File: config.mk
export PLATFORM = sky130hd
export DESIGN_NAME = hazard_scoreboard
export DESIGN_NICKNAME = d
export VERILOG_FILES = /design/src/rtl/hazard_scoreboard.sv
export SDC_FILE = /design/constraint.sdc
export NUM_CORES = 1
export LEC_CHECK = 0
export CAP_MARGIN = 30
export CORE_UTILIZATION = 40
export DETAILED_ROUTE_END_ITERATION = 8
export GPL_TIMING_DRIVEN = 0
export SKIP_LAST_GASP = 1
export SLEW_MARGIN = 25
export SYNTH_ARGS = -nofsm -noshare
export SYNTH_HDL_FRONTEND = slang
export SYNTH_SLANG_ARGS = --single-unit
File: constraint.sdc
create_clock -name i_clk -period 9.5 [get_ports i_clk]
set_clock_uncertainty 0.15 [all_clocks]
set_input_delay 1.9 -clock i_clk [delete_from_list [all_inputs] [get_ports i_clk]]
set_output_delay 1.9 -clock i_clk [all_outputs]
set_load 0.02 [all_outputs]
File: src/rtl/hazard_scoreboard.sv
// Decode/execute issue controller: per-register in-flight write counters, RAW stall,
// redirect flush sequencing and drain handshake. Optional stats under HAZARD_STATS_EN.
module hazard_scoreboard #(
    parameter int CNT_W        = 2,
    parameter int FLUSH_CYCLES = 2,
    parameter int RF_BYPASS    = 1
) (
    input  logic       i_clk,
    input  logic       i_rst,
    input  logic       i_id_valid,
    input  logic [4:0] i_rs1_raddr,
    input  logic [4:0] i_rs2_raddr,
    input  logic [4:0] i_rd,
    input  logic       i_reg_write,
    input  logic       i_wb_valid,
    input  logic [4:0] i_wb_waddr,
    input  logic       i_redirect,
    input  logic       i_drain_req,
    output logic       o_stall,
    output logic       o_issue,
    output logic       o_flush,
    output logic       o_drained,
    output logic       o_busy,
    output logic [1:0] o_state
`ifdef HAZARD_STATS_EN
    ,
    output logic [31:0] o_stall_cycles,
    output logic [31:0] o_flush_cycles
`endif
);

    localparam logic [1:0] ST_RUN   = 2'd0;
    localparam logic [1:0] ST_FLUSH = 2'd1;
    localparam logic [1:0] ST_DRAIN = 2'd2;

    localparam logic [CNT_W-1:0] CNT_MAX = '1;
    localparam logic [CNT_W-1:0] CNT_ONE = CNT_W'(1);
    localparam int               FC_W    = (FLUSH_CYCLES > 1) ? $clog2(FLUSH_CYCLES) : 1;
    localparam logic [FC_W-1:0]  FC_LOAD = FC_W'(FLUSH_CYCLES - 1);
    localparam logic             BYPASS  = (RF_BYPASS != 0);

    logic [1:0]             r_state;
    logic [FC_W-1:0]        r_fcnt;
    logic [31:0][CNT_W-1:0] r_cnt;

    logic [1:0]             w_state_nxt;
    logic [FC_W-1:0]        w_fcnt_nxt;
    logic [31:0][CNT_W-1:0] w_cnt_nxt;
    logic [31:0]            w_busy;
    logic                   w_hz;
    logic                   w_rd_sat;
    logic                   w_inc_en;
    logic                   w_all_clear;
    logic                   w_stall;
    logic                   w_issue;
    logic                   w_flush;
    logic                   w_drained;

    assign w_inc_en = w_issue && i_reg_write;

    // x0 is hardwired untracked; every other register gets its own counter slice
    for (genvar g = 0; g < 32; g++) begin : g_reg
        if (g == 0) begin : g_x0
            assign w_busy[g]    = 1'b0;
            assign w_cnt_nxt[g] = '0;
        end else begin : g_trk
            logic w_inc;
            logic w_dec;
            logic w_wb_hit;
            assign w_wb_hit     = i_wb_valid && (i_wb_waddr == 5'(g));
            assign w_inc        = w_inc_en && (i_rd == 5'(g)) && (r_cnt[g] != CNT_MAX);
            assign w_dec        = w_wb_hit && (r_cnt[g] != '0);
            assign w_busy[g]    = (r_cnt[g] != '0) &&
                                  !(BYPASS && w_wb_hit && (r_cnt[g] == CNT_ONE));
            assign w_cnt_nxt[g] = (w_inc && !w_dec) ? r_cnt[g] + CNT_ONE :
                                  (w_dec && !w_inc) ? r_cnt[g] - CNT_ONE : r_cnt[g];
        end
    end

    assign w_rd_sat    = i_reg_write && (i_rd != 5'd0) && (r_cnt[i_rd] == CNT_MAX);
    assign w_hz        = i_id_valid && (w_busy[i_rs1_raddr] || w_busy[i_rs2_raddr] || w_rd_sat);
    // only evaluated in DRAIN, where nothing issues, so next counts carry just the wb decrements
    assign w_all_clear = (w_cnt_nxt == '0);

    always_comb begin
        w_stall     = 1'b0;
        w_issue     = 1'b0;
        w_flush     = 1'b0;
        w_drained   = 1'b0;
        w_state_nxt = r_state;
        w_fcnt_nxt  = r_fcnt;
        case (r_state)
            ST_RUN: begin
                w_stall = w_hz;
                w_issue = i_id_valid && !w_hz && !i_redirect;
                w_flush = i_redirect;
                if (i_redirect) begin
                    w_fcnt_nxt  = FC_LOAD;
                    w_state_nxt = (FLUSH_CYCLES == 1) ? ST_RUN : ST_FLUSH;
                end else if (i_drain_req) begin
                    w_state_nxt = ST_DRAIN;
                end
            end
            ST_FLUSH: begin
                w_flush = 1'b1;
                if (i_redirect) begin
                    w_fcnt_nxt  = FC_LOAD;
                    w_state_nxt = (FLUSH_CYCLES == 1) ? ST_RUN : ST_FLUSH;
                end else if (r_fcnt == '0) begin
                    w_state_nxt = ST_RUN;
                end else begin
                    w_fcnt_nxt = r_fcnt - FC_W'(1);
                end
            end
            ST_DRAIN: begin
                w_stall   = 1'b1;
                w_flush   = i_redirect;
                w_drained = w_all_clear;
                if (i_redirect) begin
                    w_fcnt_nxt  = FC_LOAD;
                    w_state_nxt = (FLUSH_CYCLES == 1) ? ST_RUN : ST_FLUSH;
                end else if (!i_drain_req) begin
                    w_state_nxt = ST_RUN;
                end
            end
            default: w_state_nxt = ST_RUN;
        endcase
        if (i_rst) begin
            w_stall   = 1'b0;
            w_issue   = 1'b0;
            w_flush   = 1'b0;
            w_drained = 1'b0;
        end
    end

    always_ff @(posedge i_clk or posedge i_rst) begin
        if (i_rst) begin
            r_state <= ST_RUN;
            r_fcnt  <= '0;
            r_cnt   <= '0;
        end else begin
            r_state <= w_state_nxt;
            r_fcnt  <= w_fcnt_nxt;
            r_cnt   <= w_cnt_nxt;
        end
    end

    assign o_stall   = w_stall;
    assign o_issue   = w_issue;
    assign o_flush   = w_flush;
    assign o_drained = w_drained;
    assign o_busy    = |r_cnt;
    assign o_state   = r_state;

`ifdef HAZARD_STATS_EN
    logic [31:0] r_stall_cycles;
    logic [31:0] r_flush_cycles;

    always_ff @(posedge i_clk or posedge i_rst) begin
        if (i_rst) begin
            r_stall_cycles <= '0;
            r_flush_cycles <= '0;
        end else begin
            r_stall_cycles <= r_stall_cycles + 32'(w_stall);
            r_flush_cycles <= r_flush_cycles + 32'(w_flush);
        end
    end

    assign o_stall_cycles = r_stall_cycles;
    assign o_flush_cycles = r_flush_cycles;
`endif

endmodule

Yosys cells after proc, flatten, opt, wreduce, memory -nomap -nowiden

Index checks and enable logic that the tools add are counted.

Shift-type cells: 0
Multiplexer cells: 87
Magnitude comparators: 3
$mul: 0
Reduce and logical (&&, ||, !) cells: 390
Div/mod/pow operators: 0
Bitwise operators: 0
Equal/unequal tests: 131
Add/subtract/negate cells: 63

Operators with widths:

| kind                  | count |
|---|---|
| $logic_and A1 B1 Y1   | 254 |
| $eq A5 B5 Y1 const B  | 32 |
| $mux W2               | 69 |
| $logic_not A1 Y1      | 95 |
| $eq A5 B4 Y1 const B  | 16 |
| $eq A2 B1 Y1 const B  | 32 |
| $logic_not A64 Y1     | 1 |
| $reduce_bool A2 Y1    | 32 |
| $add A2 B1 Y2 const B | 31 |
| $ne A2 B2 Y1 const B  | 31 |
| $reduce_or A62 Y1     | 1 |
| $sub A2 B1 Y2 const B | 31 |
| $eq A5 B3 Y1 const B  | 8 |
| $eq A5 B2 Y1 const B  | 4 |
| $lt A5 B6 Y1 const B  | 3 |
| $mux W1               | 11 |
| $bmux W1 S5           | 2 |
| $bmux W2 S5           | 1 |
| $eq A5 B1 Y1 const B  | 2 |
| $ne A3 B3 Y1 const B  | 3 |
| $pmux W1 S2           | 3 |
| $pmux W2 S3           | 1 |
| $reduce_bool A5 Y1    | 1 |
| $eq A2 B2 Y1 const B  | 2 |
| 7 further kinds       | 8 |

Bits in latches: 0
Output and inout bits: 7
Register bits after elaboration: 65
ROM bits: 0
Memories: 0
RAM bits: 0

Longest topological paths before layout

Depth after elaboration: 25
Mapped depth: 17
Gate-level depth less buffers: 14

Worst setup path before layout

Ideal clock, no wire load.

Path type: input port to output port
Start point: input port i_rd[0]
End point: output port o_drained
Arrival: 5.627 ns
Slack: 1.823 ns
Required time: 7.450 ns
Buffers on the path: 4
Cell stages on the path: 16
Path through: buf_6 > buf_6 > mux2_1 > a221oi_2 > nor3_1 > o21ai_0 > a21boi_0 > nor4b_1 > clkbuf_1 > clkbuf_1 > nand4_1 > xnor2_1 > or3b_2 > nor4_1 > nand4_1 > nor4_2

RTL lines:

| element     | RTL line | source |
|---|---|---|
| from (decl) | 13       | `input logic [4:0] i_rd,` |
| to (decl)   | 22       | `output logic o_drained,` |

==> results.json <==
{
  "status": "finished clean",
  "dr.pass1.iters": 6,
  "fin_setup_tns_ns": 0,
  "start_util_pct": 41.1,
  "htree_levels": 3,
  "path_cells": "clkdlybuf4s50_1, buf_2, and4b_1, a31o_1, o22ai_1, nor4_1, o32ai_1, or4b_1, buf_2, nor2_1, a211o_1, o211ai_1, nor3_1, nand4_1, nor4_4, dlygate4sd2_1",
  "netlist_top_cells_count": "97 x ha_1, 86 x inv_1, 65 x dfrtp_1",
  "first_iter_violations": 896,
  "r2r_cells": 15,
  "drc": 0,
  "avgSynthCellArea_um2": 8.34,
  "ff2ff_setup_slack_ns": 5.05,
  "syn_area_um2": 8060,
  "antenna_found_initial": 0,
  "setup_viol": 0,
  "hold_end": "r_fcnt$_DFFE_PP0P_",
  "grt_pass1_wl_um": 45700,
  "die_h_um": 144,
  "timing.rr.start": "r_cnt[21]$_DFF_PP0_",
  "crit_path_frequent_cell": "buf_2",
  "seq_area_frac_synth_pct": 20.2,
  "min_period_ns": 9.40,
  "maxCapViolations": 0,
  "cp.required_ns": 7.45,
  "vias": 8110,
  "yosysTopAreaCell": "dfrtp_1",
  "arrival_ns": 7.35,
  "post-dp-hpwl_um": 24100,
  "fp.dieW_um": 144,
  "cts_root_buf": "clkbuf_16",
  "synth_top_area_share_pct": 20.2,
  "drt-total-wl_um": 31000,
  "antenna_left": 0,
  "nNetsFinal": 1126,
  "place_congestion": 1.02,
  "overflow": 0,
  "ys_types": 82,
  "io_buffers": 23,
  "slowest_delay_ns": 0.82,
  "n_antenna_cell": 0,
  "clkLatencyLatePin_ns": 0.35,
  "fp-row-count": 51,
  "hold_ws_ns": 0.380,
  "critical_path.startpoint_type": "input port",
  "clk_pin_slew_worst_paths_ns": 0.06,
  "io_pins": 34,
  "wl_per_cell_um": 24.4,
  "grt_pass1_vias": 7312,
  "regToRegEndpoint": "r_cnt[24]$_DFF_PP0_",
  "hold_violations": 0,
  "cts_num_sinks": 65,
  "p_leak_uw": 0.00368,
  "cts_hold_buf": 0,
  "ys_seq_elements": 65,
  "syn_to_final_growth_pct": 11.8,
  "crit_type": "input port to output port",
  "netlist_instances": 966,
  "worstMarginPinSlew_ns": 1.03,
  "drv_slew": 0,
  "grt_usage_pct": 30.7,
  "hold_start": "r_fcnt$_DFFE_PP0P_",
  "final.period_utilization_pct": 99.0,
  "yosysMostFrequentCell": "ha_1",
  "cts_inserted_buffers": 9,
  "synthTopCellsByArea": "dfrtp_1 20%, ha_1 15%, xnor2_1 5.9%",
  "hold_depth": 1,
  "crit_path_end_kind": "output port",
  "cts_buffer_depth": 2,
  "die_area_um2": 20700,
  "cp_slowest_cell": "nor2_1",
  "synth_edf_count": 0,
  "rsz0062_at_grt": "false",
  "cp_max_fo": 10,
  "hold_class": "register to register",
  "powerDensity_nw_per_um2": 234,
  "slew_headroom_pct": 31.0,
  "clock.fmax_mhz": 106,
  "ir_drop_v": 0.000125,
  "drive_gt1_share_pct": 9.24,
  "cts_tree": "built",
  "synthArstFlopShare_pct": 100,
  "core_area_um2": 19600,
  "synthFlopType": "dfrtp_1",
  "vias_per_cell": 6.38,
  "synth_fp_nets": 1090,
  "grt_max_degree": 35,
  "ys.warnings.count": 0
}
[critical path, delay by kind of cell]
family,cells,cell delay [ns]
buf+inv,4,1.48
compound gates,5,1.01
simple gates,7,2.95
[cells in the final DEF, fill, tap and decap left out, types with 7 or more instances in the layout]
cell and n:
a31oi_1 17, and3_1 14, nand2b_1 22, mux4_2 7, or2_2 11, nand4_1 27
clkbuf_1 18, inv_1 85, nor4_1 22, xnor2_1 54, buf_2 14, o211ai_1 8
ha_1 97, clkbuf_16 9, nor2b_1 14, a311oi_1 14, mux2_2 12, or3_1 19
maj3_1 20, o21ai_0 23, dfrtp_1 65, nor3_1 63, o32ai_1 7, nand3_1 19
o22ai_1 16, nand3b_1 9, a21oi_1 20, nor2_1 54, nand2_1 48, mux2i_1 10
xor2_1 11, clkdlybuf4s50_1 21
[layout make-up]
cell class | instances | area (um^2)
fill | 2003 | 10600
inverter | 86 | 325
multi-input combinational | 768 | 5920
buffer | 47 | 243
clock buffer | 11 | 243
sequential | 65 | 1630
clock inverter | 5 | 55.1
timing repair buffer | 25 | 259
tap | 265 | 332
[logic make-up (layout without fill, tap and decap cells)]
| logic type | after synthesis | after routing | share of synthesized area, % |
|---|---|---|---|
| flip-flops | 65 | 65 | 20.2 |
| multiplexers | 31 | 31 | 5.16 |
| XOR/XNOR | 65 | 65 | 7.07 |
| buffers and inverters | 133 | 174 | 6.85 |
| AND/OR/NAND/NOR | 374 | 374 | 26.4 |
| adder cells (fa/ha/maj) | 117 | 117 | 17.5 |
| AO/OA/AOI/OAI | 181 | 181 | 16.7 |
[flip-flops by register name, summed over array words and instances, names as in the netlist]
register,count
r_cnt,62
o_state,2
r_fcnt,1
[stage by stage]
stage	std cells	setup WS, ns	util (%)	power, uW	cell area [um^2]
after CTS	1272	0.118	45.9	2060	8980
after floorplan	966	1.82	-	1290	8060
after global routing	1272	0.0215	46.0	2220	9010
after detailed placement	1255	-0.892	44.2	1700	8650
after global placement	1254	-0.954	44.0	1690	8620
final	1272	0.0985	46.0	2110	9010
[layer usage]
metal	GRT usage, %	part of all wire (%)	up-vias
li1	-	-	3640
met1	41.8	43	3851
met2	44.2	40	510
met3	6.06	11	109
met4	18.9	5.9	0
met5	0	0	-
[timing repair]
action                                  4_1_cts  5_1_grt
setup buffers                                 1        0
resized for setup                            11        9
pin swaps                                     2        0
endpoints found under the setup margin        1        1
[power breakdown]
part	total, uW	switching (uW)	internal (uW)
Clock	349	139	210
Sequential	543	160	383
Combinational	1220	737	481
Total	2110	1040	1070
[how the worst max path moves through the flow]
| stage | from | to | slack, ns | cells after the start |
|---|---|---|---|---|
| floorplan | i_rd[0] | o_drained | 1.82 | 16 |
| global placement | i_rd[1] | o_drained | -0.95 | 18 |
| detailed placement | i_rd[1] | o_drained | -0.89 | 18 |
| CTS | i_rd[1] | o_drained | 0.12 | 18 |
| global route | i_wb_waddr[1] | o_drained | 0.02 | 17 |
| finish | i_wb_waddr[1] | o_drained | 0.1 | 16 |
(Power assumes the default switching activity.)
==> edit 1: new RTL, same flow settings <==
Build with the macro `HAZARD_STATS_EN` defined.
--- a/src/rtl/hazard_scoreboard.sv
+++ b/src/rtl/hazard_scoreboard.sv
@@ -2,2 +2,4 @@
 // redirect flush sequencing and drain handshake. Optional stats under HAZARD_STATS_EN.
+`define HAZARD_STATS_EN
+
 module hazard_scoreboard #(
New outputs: o_flush_cycles and o_stall_cycles. Function: not settled (the Yosys comparison gave no result); the edit may change what the design does.
==> edit 1 against the original RTL <==
Area after synthesis grew 30%; routed wire length increased by 14%; via count increased by 18%; sequential cell count up 64; design area rose by 39%; synthesized cell count up 18%; worst setup slack better by 0.019 ns; power rose by 39%; critical path type unchanged; critical endpoint unchanged; largest power group unchanged; highest routed layer unchanged.
==> edit 1: results (changes against the original RTL) <==
[synthesis]
avgSynthCellArea_sq_um=9.19  ; +10%
synth_area_leaders=dfrtp_1, ha_1, xnor2_1
synth_cell_types=79  ; -3.7%
syn_nets=1265  ; +16%
yosys-top-cells-count=dfrtp_1, xnor2_1, ha_1, inv_1, nand2_1
yosysSeqAreaShare_pct=30.9  ; +11 points

[critical_path]
critPathSlowestCell=or4b_4
slowest_delay_ns=0.63  ; -0.19 ns
cp_top_family=simple AND/OR/NAND/NOR gates
arrival_ns=7.33  ; -0.02 ns
cp_max_fo=10  ; unchanged

[drt]
dr.pass1.iters=6  ; unchanged
drt_iter0_markers=871  ; -2.8%
wl_per_cell_microns=22.3  ; -8.5%
vias_per_cell=6.04  ; -5.3%
vias=9594  ; +18%

[clock_network]
clockBufferDepth=2  ; unchanged
numCtsBuffers=17  ; +8
clock_latency_ns=0.44  ; +0.09 ns
post_cts_buffers=0  ; -1
root_buffer=clkbuf_16
htreeDepth=4  ; +1
clk_pin_slew_ns=0.07

[outcome]
status=completed

[layout]
nNetsFinal=1374  ; +22%
insertedDiodeCount=0  ; unchanged
largest_reg_flops=62  ; unchanged
top_register=r_cnt
drive_gt1_share_pct=8.90  ; -0.34 points

[place]
dp_hpwl_mm=27.4  ; +14%
place_ws_ns=-0.940  ; -0.0476 ns
place.gp.congestion=0.980  ; -4.3%
dpl-instance-area_sq_mm=0.0118  ; +36%
portBuffers=90  ; +290%

[global_routing]
grt_pass1_wl_mm=54.3  ; +19%
grt_pass1_vias=9185  ; +26%
grt_max_degree=87  ; +150%
antenna_found_initial=0  ; unchanged
grt_usage_pct=27.2  ; -3.5 points

[power]
peakVddDrop_uv=140  ; +12%
power.leakage_nw=5.05  ; +37%
swShare_pct=45.1  ; -4.0 points

[timing]
maxSlewHeadroom_pct=44.3  ; +13 points

-- edit 1: changes by cell type after synthesis, sizes merged, moves of 13 or more --
cell   delta
or4      +26
xnor2    +54
o22ai    -13
dfrtp    +64
mux2     -13
nand3    +27
a21oi    +13
-- edit 1: final timing paths --
kind,from,end,slack (ns),depth (start not counted)
min in group asynchronous,i_rst,o_state[1],1.79,2
hold reg to reg,o_flush_cycles[31],o_flush_cycles[31],0.33,1
max in group asynchronous,i_rst,r_cnt[60],6.66,3
hold / removal,o_flush_cycles[31],o_flush_cycles[31],0.33,1
setup / recovery,i_rd[2],o_drained,0.12,17
setup reg to reg,r_cnt[2],o_stall_cycles[26],3.74,22
-- edit 1: power by group through the flow --
stage / logic [mW] / registers [mW] / clock network, mW
6_report: 1.37 / 0.880 / 0.692
5_1_grt: 1.48 / 0.900 / 0.727
4_1_cts: 1.34 / 0.873 / 0.707
3_5_place_dp: 1.31 / 0.879 / 0
3_3_place_gp: 1.29 / 0.878 / 0
2_1_floorplan: 0.853 / 0.852 / 0
-- edit 1: area by class of cell --
type,count,area (sq um)
multi-input cells,878,6800
inverters,81,312
repair buffers,91,926
clock inverters,15,189
well taps,330,413
fillers,2435,12900
clock buffers,17,425
plain buffers,48,230
flip-flops and latches,129,3230
-- edit 1: routing by layer --
| metal | vias to the layer above | share of wire (%) | track usage [%] |
|---|---|---|---|
| met1 | 4664 | 44 | 36.9 |
| met5 | - | 0 | 0 |
| li1 | 4383 | - | - |
| met4 | 0 | 5.3 | 14.4 |
| met3 | 101 | 7.1 | 4.39 |
| met2 | 446 | 44 | 41.3 |
-- edit 1: kinds of logic after synthesis --
family / synth area share, %
mux: 3.44
compound gates: 12.6
simple gates: 24.1
xor+xnor: 10.4
flops: 30.9
buf+inv: 4.99
fa+ha+maj: 13.5
-- edit 1: repair_timing --
action                     in CTS  in global routing
pin swaps                       1                  1
hold buffers                    0                  0
setup endpoints to repair       1                  1
gates resized for setup        22                 17
==> edit 2: new RTL, config.mk and constraints unchanged <==
Made on the original files. The parameter `RF_BYPASS` goes from 1 to 0.
--- a/src/rtl/hazard_scoreboard.sv
+++ b/src/rtl/hazard_scoreboard.sv
@@ -5,3 +5,3 @@
     parameter int FLUSH_CYCLES = 2,
-    parameter int RF_BYPASS    = 1
+    parameter int RF_BYPASS    = 0
 ) (
Function: changed (Yosys sat finds a counterexample within 4 cycles, from zero or initial values and one cycle with i_rst high).
==> edit 2 against the original RTL <==
Non-clock buffer count shrank 17; die area shrank 16%; routed wire length shrank 29%; combinational power shrank 16%; power shrank 10%; synthesized cell count shrank 22%; area after synthesis shrank 16%; design area shrank 15%; maximum frequency grew 0.76%; sequential cell count is the same; worst setup slack gained 0.071 ns; cell count shrank 20%; critical endpoint unchanged; largest power group unchanged.
==> edit 2: results (changes against the original RTL) <==
[global_routing]
grt_pass1_vias=5796  ; -21%
met3_usage_pct=6.31  ; +0.24 points
grt_pass1_wl_mm=33.7  ; -26%
met1_usage_pct=36.9  ; -4.9 points
grt_usage_pct=25.9  ; -4.8 points
grt_util_met2_pct=37.6  ; -6.6 points

[power]
power.leakage_nw=3.07  ; -17%
peakVddDrop_uv=106  ; -15%
power_switching_uw=836  ; -19%

[synthesis]
synth-compound-area-share_pct=9.89  ; -6.9 points
syn_nets=849  ; -22%
synth_ff_type=dfrtp_1
synth_cell_types=72  ; -12%
yosys-top-cells-count=inv_1, ha_1, dfrtp_1, xnor2_1, nor3_1
yosys_warnings=0  ; unchanged
synth_fa_ha_area_share_pct=15.3  ; -2.2 points
synth_area_leaders=dfrtp_1, ha_1, xnor2_1
async_flop_share_pct=100  ; unchanged
yosysSeqAreaShare_pct=24.0  ; +3.8 points
synth.area.mux_share_pct=12.1  ; +7.0 points
synth_xor_area_share_pct=8.52  ; +1.5 points
netlist_instances=756  ; -22%

[drt]
vias=6115  ; -25%
dr.pass1.iters=5  ; -1
wl_per_cell_microns=21.7  ; -11%
vias_per_cell=6.01  ; -5.7%
drt_iter0_markers=655  ; -27%

[layout]
drive_gt1_share_pct=10.9  ; +1.7 points
syn2layout_area_growth_pct=12.6
filler_cell_count=1625  ; -19%
insertedDiodeCount=0  ; unchanged
nNetsFinal=886  ; -21%
largest_reg_flops=62  ; unchanged

[place]
place.gp.congestion=0.918  ; -10%
dp.cells=1002  ; -20%
dpl-instance-area_sq_mm=0.00733  ; -15%
portBuffers=25  ; +8.7%
dp_hpwl_mm=16.8  ; -30%
place_ws_ns=0.237  ; +1.13 ns

[critical_path]
crit_path_start=i_rd[2]
r2r_cells=12  ; -3
cp_top_family=buffers and inverters
worst-r2r-setup-slack_ns=5.26  ; +0.21 ns
slowest_delay_ns=0.70  ; -0.12 ns
timing.rr.start=r_cnt[46]
r2r_end=r_cnt[31]
arrival_ns=7.28  ; -0.07 ns
critPathSlowestCell=a2111oi_0

[clock_network]
post_cts_buffers=0  ; -1
clockBufferDepth=2  ; unchanged
htreeDepth=3  ; unchanged
cts_resized=0  ; -11

[timing]
worst_pin_slew_ns=0.873  ; -0.158 ns
holdWs_ns=0.433  ; +0.0526 ns
max_freq_mhz=107  ; +0.76%

[outcome]
status=completed

[min_path]
min_path_cells=2  ; +1
hold_end=r_fcnt

## edit 2: cell count changes in the layout (fill, tap and decap cells not counted), moves of 15 or more
| cell | change |
|---|---|
| a31oi_1 | -15 |
| ha_1 | -31 |
| mux2i_1 | +17 |
| nor2_1 | -21 |
| nor3_1 | -18 |
| o21ai_0 | -15 |
## edit 2: cell type report
type | count | share of cell area (%)
Inverter | 78 | 3.87
Clock inverter | 3 | 0.524
Timing Repair Buffer | 26 | 3.54
Sequential cell | 65 | 21.3
Clock buffer | 12 | 3.36
Tap cell | 220 | 3.60
Multi-Input combinational cell | 584 | 61.8
Buffer | 29 | 2.05
## edit 2: power groups by stage
stage	logic, mW	registers, mW	clock network (mW)
finish	1.03	0.519	0.346
global route	1.11	0.536	0.359
CTS	1.00	0.516	0.346
detailed placement	0.994	0.519	0
global placement	0.983	0.518	0
floorplan	0.731	0.484	0
## edit 2: layer usage
metal,wire (microns),up-vias
li1,-,2829
met1,9990,2948
met2,9330,285
met3,2150,53
met4,641,0
met5,0,-
